$ cat src/rtl/normalizer_pipe.sv
// ---------------------------------------------------------------------------
// normalizer_pipe_pkg / normalizer_pipe
//
// Purpose:
//    Two-stage pipelined left-shift normalizer for the shared FP32 / dual-FP16
//    datapath. Counts leading zeros per lane and shifts each lane left so that
//    its MSB is set. Stage A does the coarse shifts (16, 8) and stage B does
//    the fine shifts (4, 2, 1). A valid/ready handshake decouples the adder
//    core upstream from the rounding/packing stage downstream at full
//    throughput.
//
// Ports:
//    clk        - single clock, all state changes on the rising edge
//    rst_n      - asynchronous active-low reset
//    flush      - synchronous flush, drops all in-flight transactions
//    in_valid   - input transaction present
//    in_ready   - input accepted this cycle when in_valid is also high
//    fmt        - FP32 (one 28-bit lane) or FP16 (two 12-bit lanes)
//    X          - magnitude to normalize
//    tag_in     - opaque sideband tag, returned unchanged
//    out_valid  - result present
//    out_ready  - downstream accepts the result
//    R          - normalized value
//    Count_h    - left-shift amount of the high lane
//    Count_l    - left-shift amount of the low lane
//    zero_h     - high-lane field was all zero
//    zero_l     - low-lane field was all zero
//    fmt_out    - fmt of the result
//    tag_out    - tag of the result
// ---------------------------------------------------------------------------

package normalizer_pipe_pkg;
   typedef enum logic {
      FP32 = 1'b0,
      FP16 = 1'b1
   } fp_fmt_e;
endpackage

module normalizer_pipe
   import normalizer_pipe_pkg::*;
#(
   parameter int TAG_W = 4
) (
   input  logic             clk,
   input  logic             rst_n,
   input  logic             flush,
   input  logic             in_valid,
   output logic             in_ready,
   input  fp_fmt_e          fmt,
   input  logic [27:0]      X,
   input  logic [TAG_W-1:0] tag_in,
   output logic             out_valid,
   input  logic             out_ready,
   output logic [27:0]      R,
   output logic [4:0]       Count_h,
   output logic [4:0]       Count_l,
   output logic             zero_h,
   output logic             zero_l,
   output fp_fmt_e          fmt_out,
   output logic [TAG_W-1:0] tag_out
);

   // Coarse stage for the 28-bit lane: returns {cnt[4], cnt[3], shifted}.
   // A zero input falls through both shifts, which yields the 31 count.
   function automatic logic [29:0] coarse28(input logic [27:0] v);
      logic [27:0] t;
      logic        s16;
      logic        s8;
      t   = v;
      s16 = (t[27:12] == 16'd0);
      if (s16) t = {t[11:0], 16'd0};
      s8  = (t[27:20] == 8'd0);
      if (s8) t = {t[19:0], 8'd0};
      return {s16, s8, t};
   endfunction

   // Coarse stage for a 12-bit lane: returns {cnt[3], shifted}.
   function automatic logic [12:0] coarse12(input logic [11:0] v);
      logic [11:0] t;
      logic        s8;
      t  = v;
      s8 = (t[11:4] == 8'd0);
      if (s8) t = {t[3:0], 8'd0};
      return {s8, t};
   endfunction

   // Fine stage for the 28-bit lane: returns {cnt[2:0], shifted}.
   function automatic logic [30:0] fine28(input logic [27:0] v);
      logic [27:0] t;
      logic        s4;
      logic        s2;
      logic        s1;
      t  = v;
      s4 = (t[27:24] == 4'd0);
      if (s4) t = {t[23:0], 4'd0};
      s2 = (t[27:26] == 2'd0);
      if (s2) t = {t[25:0], 2'd0};
      s1 = !t[27];
      if (s1) t = {t[26:0], 1'b0};
      return {s4, s2, s1, t};
   endfunction

   // Fine stage for a 12-bit lane: returns {cnt[2:0], shifted}.
   function automatic logic [14:0] fine12(input logic [11:0] v);
      logic [11:0] t;
      logic        s4;
      logic        s2;
      logic        s1;
      t  = v;
      s4 = (t[11:8] == 4'd0);
      if (s4) t = {t[7:0], 4'd0};
      s2 = (t[11:10] == 2'd0);
      if (s2) t = {t[9:0], 2'd0};
      s1 = !t[11];
      if (s1) t = {t[10:0], 1'b0};
      return {s4, s2, s1, t};
   endfunction

   // Stage A registers
   logic             a_valid;
   fp_fmt_e          a_fmt;
   logic [TAG_W-1:0] a_tag;
   logic [27:0]      a_x;
   logic [1:0]       a_ch;
   logic [1:0]       a_cl;
   logic             a_zh;
   logic             a_zl;

   // Stage A next values
   logic [27:0]      a_x_d;
   logic [1:0]       a_ch_d;
   logic [1:0]       a_cl_d;
   logic             a_zh_d;
   logic             a_zl_d;
   logic [29:0]      c32;
   logic [12:0]      c16_h;
   logic [12:0]      c16_l;

   // Stage B next values
   logic [27:0]      b_r_d;
   logic [4:0]       b_ch_d;
   logic [4:0]       b_cl_d;
   logic [30:0]      f32;
   logic [14:0]      f16_h;
   logic [14:0]      f16_l;

   // Handshake
   logic             adv_a;
   logic             adv_b;
   logic             accept;

   // Each stage may advance when it is empty or when the stage after it is
   // moving. in_ready is held low during flush and while reset is asserted so
   // nothing is lost to a dropped stage.
   always_comb begin
      adv_b    = !out_valid || out_ready;
      adv_a    = !a_valid || adv_b;
      in_ready = adv_a && !flush && rst_n;
      accept   = in_valid && in_ready;
   end

   // Coarse shift of the incoming value. In FP16 the two lanes are handled
   // separately and X[15:12] is dropped, so the lanes can never leak bits
   // into each other. Zero flags are taken from the raw fields here because
   // the shifted value alone cannot tell a zero lane from a normalized one
   // later on without the counts.
   always_comb begin
      a_x_d  = '0;
      a_ch_d = '0;
      a_cl_d = '0;
      a_zh_d = 1'b0;
      a_zl_d = 1'b0;
      c32    = coarse28(X);
      c16_h  = coarse12(X[27:16]);
      c16_l  = coarse12(X[11:0]);
      if (fmt == FP32) begin
         a_x_d  = c32[27:0];
         a_ch_d = c32[29:28];
         a_cl_d = c32[29:28];
         a_zh_d = (X == 28'd0);
         a_zl_d = (X == 28'd0);
      end else begin
         a_x_d  = {c16_h[11:0], 4'd0, c16_l[11:0]};
         a_ch_d = {1'b0, c16_h[12]};
         a_cl_d = {1'b0, c16_l[12]};
         a_zh_d = (X[27:16] == 12'd0);
         a_zl_d = (X[11:0] == 12'd0);
      end
   end

   // Stage A register. Payload only loads on an actual accept; the valid
   // bit follows in_valid whenever the stage advances so a bubble clears it.
   always_ff @(posedge clk or negedge rst_n) begin
      if (!rst_n) begin
         a_valid <= 1'b0;
         a_fmt   <= FP32;
         a_tag   <= '0;
         a_x     <= '0;
         a_ch    <= '0;
         a_cl    <= '0;
         a_zh    <= 1'b0;
         a_zl    <= 1'b0;
      end else if (flush) begin
         a_valid <= 1'b0;
      end else if (adv_a) begin
         a_valid <= in_valid;
         if (accept) begin
            a_fmt <= fmt;
            a_tag <= tag_in;
            a_x   <= a_x_d;
            a_ch  <= a_ch_d;
            a_cl  <= a_cl_d;
            a_zh  <= a_zh_d;
            a_zl  <= a_zl_d;
         end
      end
   end

   // Fine shift of the stage A value and assembly of the final counts. The
   // coarse bits from stage A sit on top of the three fine bits found here.
   always_comb begin
      b_r_d  = '0;
      b_ch_d = '0;
      b_cl_d = '0;
      f32    = fine28(a_x);
      f16_h  = fine12(a_x[27:16]);
      f16_l  = fine12(a_x[11:0]);
      if (a_fmt == FP32) begin
         b_r_d  = f32[27:0];
         b_ch_d = {a_ch, f32[30:28]};
         b_cl_d = {a_ch, f32[30:28]};
      end else begin
         b_r_d  = {f16_h[11:0], 4'd0, f16_l[11:0]};
         b_ch_d = {a_ch, f16_h[14:12]};
         b_cl_d = {a_cl, f16_l[14:12]};
      end
   end

   // Stage B register, which is also the output register. When stalled
   // (out_valid && !out_ready) nothing here changes, so the result stays put
   // until it is taken.
   always_ff @(posedge clk or negedge rst_n) begin
      if (!rst_n) begin
         out_valid <= 1'b0;
         R         <= '0;
         Count_h   <= '0;
         Count_l   <= '0;
         zero_h    <= 1'b0;
         zero_l    <= 1'b0;
         fmt_out   <= FP32;
         tag_out   <= '0;
      end else if (flush) begin
         out_valid <= 1'b0;
      end else if (adv_b) begin
         out_valid <= a_valid;
         if (a_valid) begin
            R       <= b_r_d;
            Count_h <= b_ch_d;
            Count_l <= b_cl_d;
            zero_h  <= a_zh;
            zero_l  <= a_zl;
            fmt_out <= a_fmt;
            tag_out <= a_tag;
         end
      end
   end

endmodule

$ cat config.mk
export PLATFORM = sky130hd
export DESIGN_NAME = normalizer_pipe
export DESIGN_NICKNAME = d
export VERILOG_FILES = /design/src/rtl/normalizer_pipe.sv
export SDC_FILE = /design/constraint.sdc
export NUM_CORES = 1
export LEC_CHECK = 0
export ABC_CLOCK_PERIOD_IN_PS = 5400
export CAP_MARGIN = 25
export CORE_MARGIN = 1
export CORE_UTILIZATION = 35
export DETAILED_ROUTE_END_ITERATION = 10
export PLACE_DENSITY = 0.53
export SLEW_MARGIN = 20
export SYNTH_ARGS = -nofsm -noshare
export SYNTH_HDL_FRONTEND = slang
export SYNTH_SLANG_ARGS = --single-unit
export TNS_END_PERCENT = 10
$ cat constraint.sdc
create_clock -name clk -period 5.4 [get_ports clk]
set_input_delay 0.81 -clock clk [delete_from_list [all_inputs] [get_ports clk]]
set_output_delay 0.81 -clock clk [all_outputs]
set_load 0.05 [all_outputs]
==> results of run 1 <==
[critical path, stage by stage]
cell	delay, ps
clkdlybuf4s50_1	470
and3b_1	220
nor2_1	110
clkdlybuf4s50_1	800
[cell usage after synthesis (3+ instances only)]
master       n  area share, %
and2_1       4           0.44
nor2b_1      6           0.66
o211ai_1    29            3.8
nor3b_1      3           0.40
nand3_1     15            1.3
a22o_1       7            1.1
o221a_2      3           0.60
o221ai_1     9            1.4
a211oi_1     8            1.1
a311oi_1     3           0.46
o311ai_0     4           0.62
or2_2        7           0.77
a21o_1       6           0.79
a211o_1      4           0.62
a21boi_0     3           0.40
buf_2       21            1.9
and3_1       3           0.33
nor4_1       6           0.66
inv_1       16            1.1
a31oi_1     13            1.4
a221o_1      7            1.2
a22oi_1      8            1.1
nor2_1      51            3.4
buf_1        3           0.20
a2bb2oi_1    3           0.46
nor3_1       7           0.62
nand2b_1     6           0.66
dfrtp_1     85             37
mux2i_1     19            3.4
a32oi_1     10            1.5
buf_4        3           0.40
o31ai_1      4           0.53
a21oi_1     28            2.5
o21ai_0     48            4.2
o21a_1       7           0.93
mux2_2      11            2.2
o21bai_1     8            1.1
nand4_1      3           0.33
nand2_1    112            7.4
o22ai_1      6           0.66
clkbuf_1    37            2.4
[per-stage QoR]
| stage | area, um2 | power, uW | setup slack [ps] |
|---|---|---|---|
| floorplan | 5680 | 1780 | 2920 |
| global placement | 6550 | 2180 | 1890 |
| detailed placement | 6550 | 2190 | 1830 |
| CTS | 6880 | 2890 | 2170 |
| global route | 6880 | 3020 | 2030 |
| finish | 6880 | 2880 | 2180 |
[where the power goes]
group | internal (uW) | switching, uW | leakage (uW)
clock | 412 | 277 | 0.000157
combinational | 446 | 779 | 0.00151
sequential | 775 | 190 | 0.00106
total | 1630 | 1240 | 0.00274
[layout by cell type (no fill, tap or decap), types with 4 or more instances in the layout]
| cell | synthesis | routed |
|---|---|---|
| clkdlybuf4s50_1 | 0 | 83 |
| inv_6 | 0 | 4 |
| dfrtp_1 | 85 | 85 |
| or2_2 | 7 | 7 |
| a32oi_1 | 10 | 10 |
| nand2b_1 | 6 | 6 |
| o221ai_1 | 9 | 9 |
| a221o_1 | 7 | 7 |
| a211o_1 | 4 | 4 |
| nor3_1 | 7 | 7 |
| nor2_1 | 51 | 51 |
| nand2_1 | 112 | 112 |
| o311ai_0 | 4 | 4 |
| mux2i_1 | 19 | 19 |
| a21o_1 | 6 | 6 |
| a21oi_1 | 28 | 28 |
| nand3_1 | 15 | 15 |
| o31ai_1 | 4 | 4 |
| o211ai_1 | 29 | 29 |
| a211oi_1 | 8 | 8 |
| nor4_1 | 6 | 6 |
| a31oi_1 | 13 | 13 |
| o21bai_1 | 8 | 8 |
| a22o_1 | 7 | 7 |
| nor2b_1 | 6 | 6 |
| o21a_1 | 7 | 7 |
| inv_1 | 16 | 16 |
| mux2_2 | 11 | 11 |
| buf_4 | 3 | 10 |
| o22ai_1 | 6 | 6 |
| a22oi_1 | 8 | 8 |
| o21ai_0 | 48 | 48 |
| and2_1 | 4 | 4 |
| clkbuf_16 | 0 | 9 |
[worst max-delay path by stage]
stage	startpoint	end	depth (start not counted)
after global routing	X[21]	a_x[9]	6
after CTS	out_ready	in_ready	4
after global placement	X[20]	a_x[9]	6
after floorplan	out_ready	in_ready	2
after detailed placement	X[21]	a_x[9]	6
final	out_ready	in_ready	4
[flip-flops by register name (all words and copies together) (netlist names)]
name / flops
a_zh: 1
a_zl: 1
R: 28
a_tag: 4
fmt_out: 1
a_x: 28
zero_l: 1
a_valid: 1
out_valid: 1
a_ch: 2
zero_h: 1
Count_h: 5
Count_l: 5
tag_out: 4
a_cl: 1
a_fmt: 1
[cells by family after synthesis]
| kind of cell | share of synthesized area (%) |
|---|---|
| AO/OA/AOI/OAI | 31.1 |
| AND/OR/NAND/NOR | 19.1 |
| buffers and inverters | 6.35 |
| flip-flops | 37.5 |
| multiplexers | 6.00 |
[layout make-up]
class                      instances  share of cell area, %
inverter                          16                  0.873
tap                              216                   3.93
sequential                        85                   30.9
clock buffer                       9                   3.27
multi-input combinational        511                   46.4
clock inverter                     7                   1.49
timing repair buffer              93                   13.2
[per-layer routing]
metal	vias to the layer above	global-route usage, %	part of all wire [%]
li1	2589	-	-
met1	2739	34.4	48
met2	234	35.4	44
met3	23	4.05	5.9
met4	0	7.68	1.9
met5	-	0	0
==> flow_metrics.env, run 1 <==
export IMPL_outcome="completed"
export IMPL_postLayoutCoreUtil_pct=43.3
export IMPL_setup_viol=0
export IMPL_period_share_pct=59.6
export IMPL_hp_class="in -> async"
export IMPL_clk_latency_ps=360
export IMPL_synthArstFlopShare_pct=100
export IMPL_synth_cell_type_count=73
export IMPL_fin_setup_tns_ps=0
export IMPL_synth_enable_flop_cells=0
export IMPL_antennaDiodeCount=0
export IMPL_relSlewSlack_pct=33.8
export IMPL_cts_resized=0
export IMPL_dp_cells=921
export IMPL_final_cells=937
export IMPL_ys_warn_count=0
export IMPL_p_leak_uw=0.00274
export IMPL_ff_latch_area_um2=2130
export IMPL_drtIter0Drc=465
export IMPL_reg2reg_from="a_x[25]"
export IMPL_r2r_end="R[20]"
export IMPL_die_w_um=129
export IMPL_ctsHoldBuffers=0
export IMPL_hold_worst_slack_ps=372
export IMPL_grt_pass1_vias=5115
export IMPL_synth_nets=716
export IMPL_clock_sinks=85
export IMPL_core_area_um2=15900
export IMPL_critPathMaxFanout=4
export IMPL_vias=5585
export IMPL_multi_input_area_um2=3190
export IMPL_maxCapViolations=0
export IMPL_die_area_um2=16700
export IMPL_finClkSkew_ps=11.9
export IMPL_io_buffer_count=84
export IMPL_drt_total_wl_um=18900
export IMPL_gp_congestion=0.886
export IMPL_end_kind="output pin"
export IMPL_clk_pin_slew_ps=70
export IMPL_finalMaxSlewViolations=0
export IMPL_p_per_area_nw_per_um2=418
export IMPL_netlist_instances=678
export IMPL_num_rows=46
export IMPL_hold_viol=0
export IMPL_hpwl_um=13700
export IMPL_dieHeight_um=129
export IMPL_start_kind="primary input"
export IMPL_synth_top_flop_cell="dfrtp_1"
export IMPL_post_cts_buffers=0
export IMPL_syn_area_um2=5680
export IMPL_r2r_cells=5
export IMPL_max_clock_freq_ghz=0.311
export IMPL_area_delta_synth_final_pct=21.2
export IMPL_cts_root_buffer="clkbuf_16"
export IMPL_ys_seq_area_share_pct=37.5
export IMPL_final_nets=754
export IMPL_crit_type="in -> out"
export IMPL_grt_pass1_wl_um=30000
export IMPL_ant_nets=0
export IMPL_grt_remaining_overflow=0
export IMPL_grt_max_degree=59
export IMPL_rsz0062_at_grt="false"
export IMPL_syn_mean_instance_area_um2=8.37
export IMPL_ff2ff_setup_slack_ps=2470
export IMPL_drive_gt1_share_pct=8.46
export IMPL_crit_required_ps=4590
export IMPL_ys_ff_latch=85
export IMPL_worst_pin_slew_ps=993
export IMPL_drc=0
export IMPL_antenna_found_initial=0
export IMPL_start_util_pct=35.7
export IMPL_firstDrtPassIters=5
export IMPL_arrival_ps=2410
export IMPL_h_tree_depth=3
export IMPL_numCtsBuffers=9
export IMPL_wl_per_cell_um=20.2
export IMPL_cts_tree="built"
export IMPL_avgViaCountPerCell=5.96
export IMPL_period_needed_ps=3220
export IMPL_num_fill_cells=1619
export IMPL_cts_path_max_buffers=2
export IMPL_peakVddDrop_v=0.000184
export IMPL_grt_util_all_layers_pct=23.6
export IMPL_ios=85
(Power assumes the default switching activity.)
==> run 2: changes to the inputs <==
--- a/config.mk
+++ b/config.mk
@@ -5,12 +5,12 @@
 export SDC_FILE = /design/constraint.sdc
 export NUM_CORES = 1
 export LEC_CHECK = 0
-export ABC_CLOCK_PERIOD_IN_PS = 5400
+export ABC_CLOCK_PERIOD_IN_PS = 2800
 export CAP_MARGIN = 25
 export CORE_MARGIN = 1
 export CORE_UTILIZATION = 35
 export DETAILED_ROUTE_END_ITERATION = 10
-export PLACE_DENSITY = 0.53
+export PLACE_DENSITY = 0.55
 export SLEW_MARGIN = 20
 export SYNTH_ARGS = -nofsm -noshare
 export SYNTH_HDL_FRONTEND = slang
==> constraint.sdc (replaced) <==
create_clock -name clk -period 2.8 [get_ports clk]
set_input_delay 0.42 -clock clk [delete_from_list [all_inputs] [get_ports clk]]
set_output_delay 0.42 -clock clk [all_outputs]
set_load 0.05 [all_outputs]
==> run 2 against run 1 <==
  * Die area unchanged
  * Clock power up 86%
  * Non-clock buffer count up 46
  * Sequential power up 85%
  * Clock-buffer cell count unchanged
  * Cell area up 5.0%
  * Largest power group unchanged
  * Highest routed layer unchanged
==> flow_metrics.env, run 2 (synthesized netlist as in run 1, its figures left out) <==
export IMPL_period_needed_ps=2470
export IMPL_ctsHoldBuffers=0
export IMPL_grt_pass1_vias=5527
export IMPL_peakVddDrop_v=0.000363
export IMPL_hp_class="in -> async"
export IMPL_core_area_um2=15900
export IMPL_grt_remaining_overflow=0
export IMPL_critPathMaxFanout=15
export IMPL_drc=0
export IMPL_p_per_area_nw_per_um2=781
export IMPL_cts_resized=0
export IMPL_cts_root_buffer="clkbuf_16"
export IMPL_dieHeight_um=129
export IMPL_post_cts_buffers=0
export IMPL_drive_gt1_share_pct=14.1
export IMPL_grt_pass1_wl_um=31900
export IMPL_drt_total_wl_um=20200
export IMPL_ant_nets=0
export IMPL_finClkSkew_ps=9.23
export IMPL_die_area_um2=16700
export IMPL_area_delta_synth_final_pct=27.2
export IMPL_outcome="completed"
export IMPL_cts_path_max_buffers=2
export IMPL_reg_top3="R (28), a_x (28)"
export IMPL_clk_latency_ps=360
export IMPL_start_util_pct=35.7
export IMPL_ios=85
export IMPL_antenna_found_initial=0
export IMPL_fin_setup_tns_ps=0
export IMPL_grt_util_all_layers_pct=25.3
export IMPL_numCtsBuffers=9
export IMPL_final_cell_mix="nand2_1, dfrtp_1, clkdlybuf4s50_1"
export IMPL_start_kind="register"
export IMPL_crit_type="reg -> reg"
export IMPL_r2r_cells=7
export IMPL_hpwl_um=14900
export IMPL_final_nets=800
export IMPL_worst_pin_slew_ps=738
export IMPL_crit_required_ps=3040
export IMPL_num_rows=46
export IMPL_period_share_pct=88.1
export IMPL_grt_max_degree=44
export IMPL_end_kind="register"
export IMPL_hold_worst_slack_ps=194
export IMPL_wl_per_cell_um=20.5
export IMPL_finalMaxSlewViolations=0
export IMPL_io_buffer_count=84
export IMPL_firstDrtPassIters=5
export IMPL_h_tree_depth=3
export IMPL_relSlewSlack_pct=50.3
export IMPL_clk_pin_slew_ps=70
export IMPL_p_leak_uw=0.00296
export IMPL_max_clock_freq_ghz=0.405
export IMPL_mostFrequentLayoutCell="nand2_1"
export IMPL_rsz0062_at_grt="false"
export IMPL_vias=5791
export IMPL_setup_viol=0
export IMPL_hold_viol=0
export IMPL_arrival_ps=2710
export IMPL_avgViaCountPerCell=5.89
export IMPL_clock_sinks=85
export IMPL_die_w_um=129
export IMPL_antennaDiodeCount=0
export IMPL_cts_tree="built"
export IMPL_maxCapViolations=0
export IMPL_gp_congestion=0.911
export IMPL_drtIter0Drc=604
==> run 2: cell types whose count changed in the layout (fill, tap and decap cells not counted), sizes merged <==
cell	delta
inv	+1
clkdlybuf4s50	-1
buf	+47
bufinv	-1
==> run 2: power breakdown <==
group          switching (uW)  internal [uW]
clock network             564            717
logic                    1620            949
registers                 294           1500
total                    2480           3160
==> run 2: cell type report <==
| type | instances | area [um2] |
|---|---|---|
| clock buffer | 9 | 225 |
| clock inverter | 7 | 88.8 |
| multi-input combinational | 511 | 3190 |
| inverter | 16 | 60.1 |
| sequential | 85 | 2130 |
| tap | 216 | 270 |
| fill | 1606 | 8660 |
| timing repair buffer | 139 | 1260 |
==> run 2: per-stage QoR <==
| stage | worst slack, ps | area [um2] | util, % | cells | power, uW |
|---|---|---|---|---|---|
| floorplan | 819 | 5680 | - | 678 | 3420 |
| finish | 334 | 7220 | 45.5 | 983 | 5640 |
| global route | 185 | 7220 | 45.5 | 983 | 5930 |
| detailed placement | 165 | 6910 | 43.5 | 967 | 4360 |
| CTS | 337 | 7220 | 45.5 | 983 | 5650 |
| global placement | 201 | 6910 | 43.5 | 967 | 4330 |
==> run 2: final timing paths <==
kind,startpoint,end,slack [ps]
worst max-delay path,a_x[25],R[21],330
worst min-delay path,rst_n,R[10],190
worst max register to register,a_x[25],R[21],330
worst min register to register,a_tag[0],tag_out[0],470
max in group asynchronous,rst_n,a_x[21],1630
min in group clk,a_tag[0],tag_out[0],470
==> run 2: critical path, stage by stage, from the launching register on <==
cell and delay (ps):
dfrtp_1 700, inv_1 260, a221oi_4 410, buf_4 240, nor2_1 70, buf_4 200, mux2i_1 130, a221o_1 320
==> run 2: per-layer routing <==
metal	part of all wire, %	global-route usage, %	up-vias
li1	-	-	2668
met1	46	35.7	2831
met2	44	37.6	255
met3	6.8	4.71	37
met4	3.1	11.1	0
met5	0	0	-
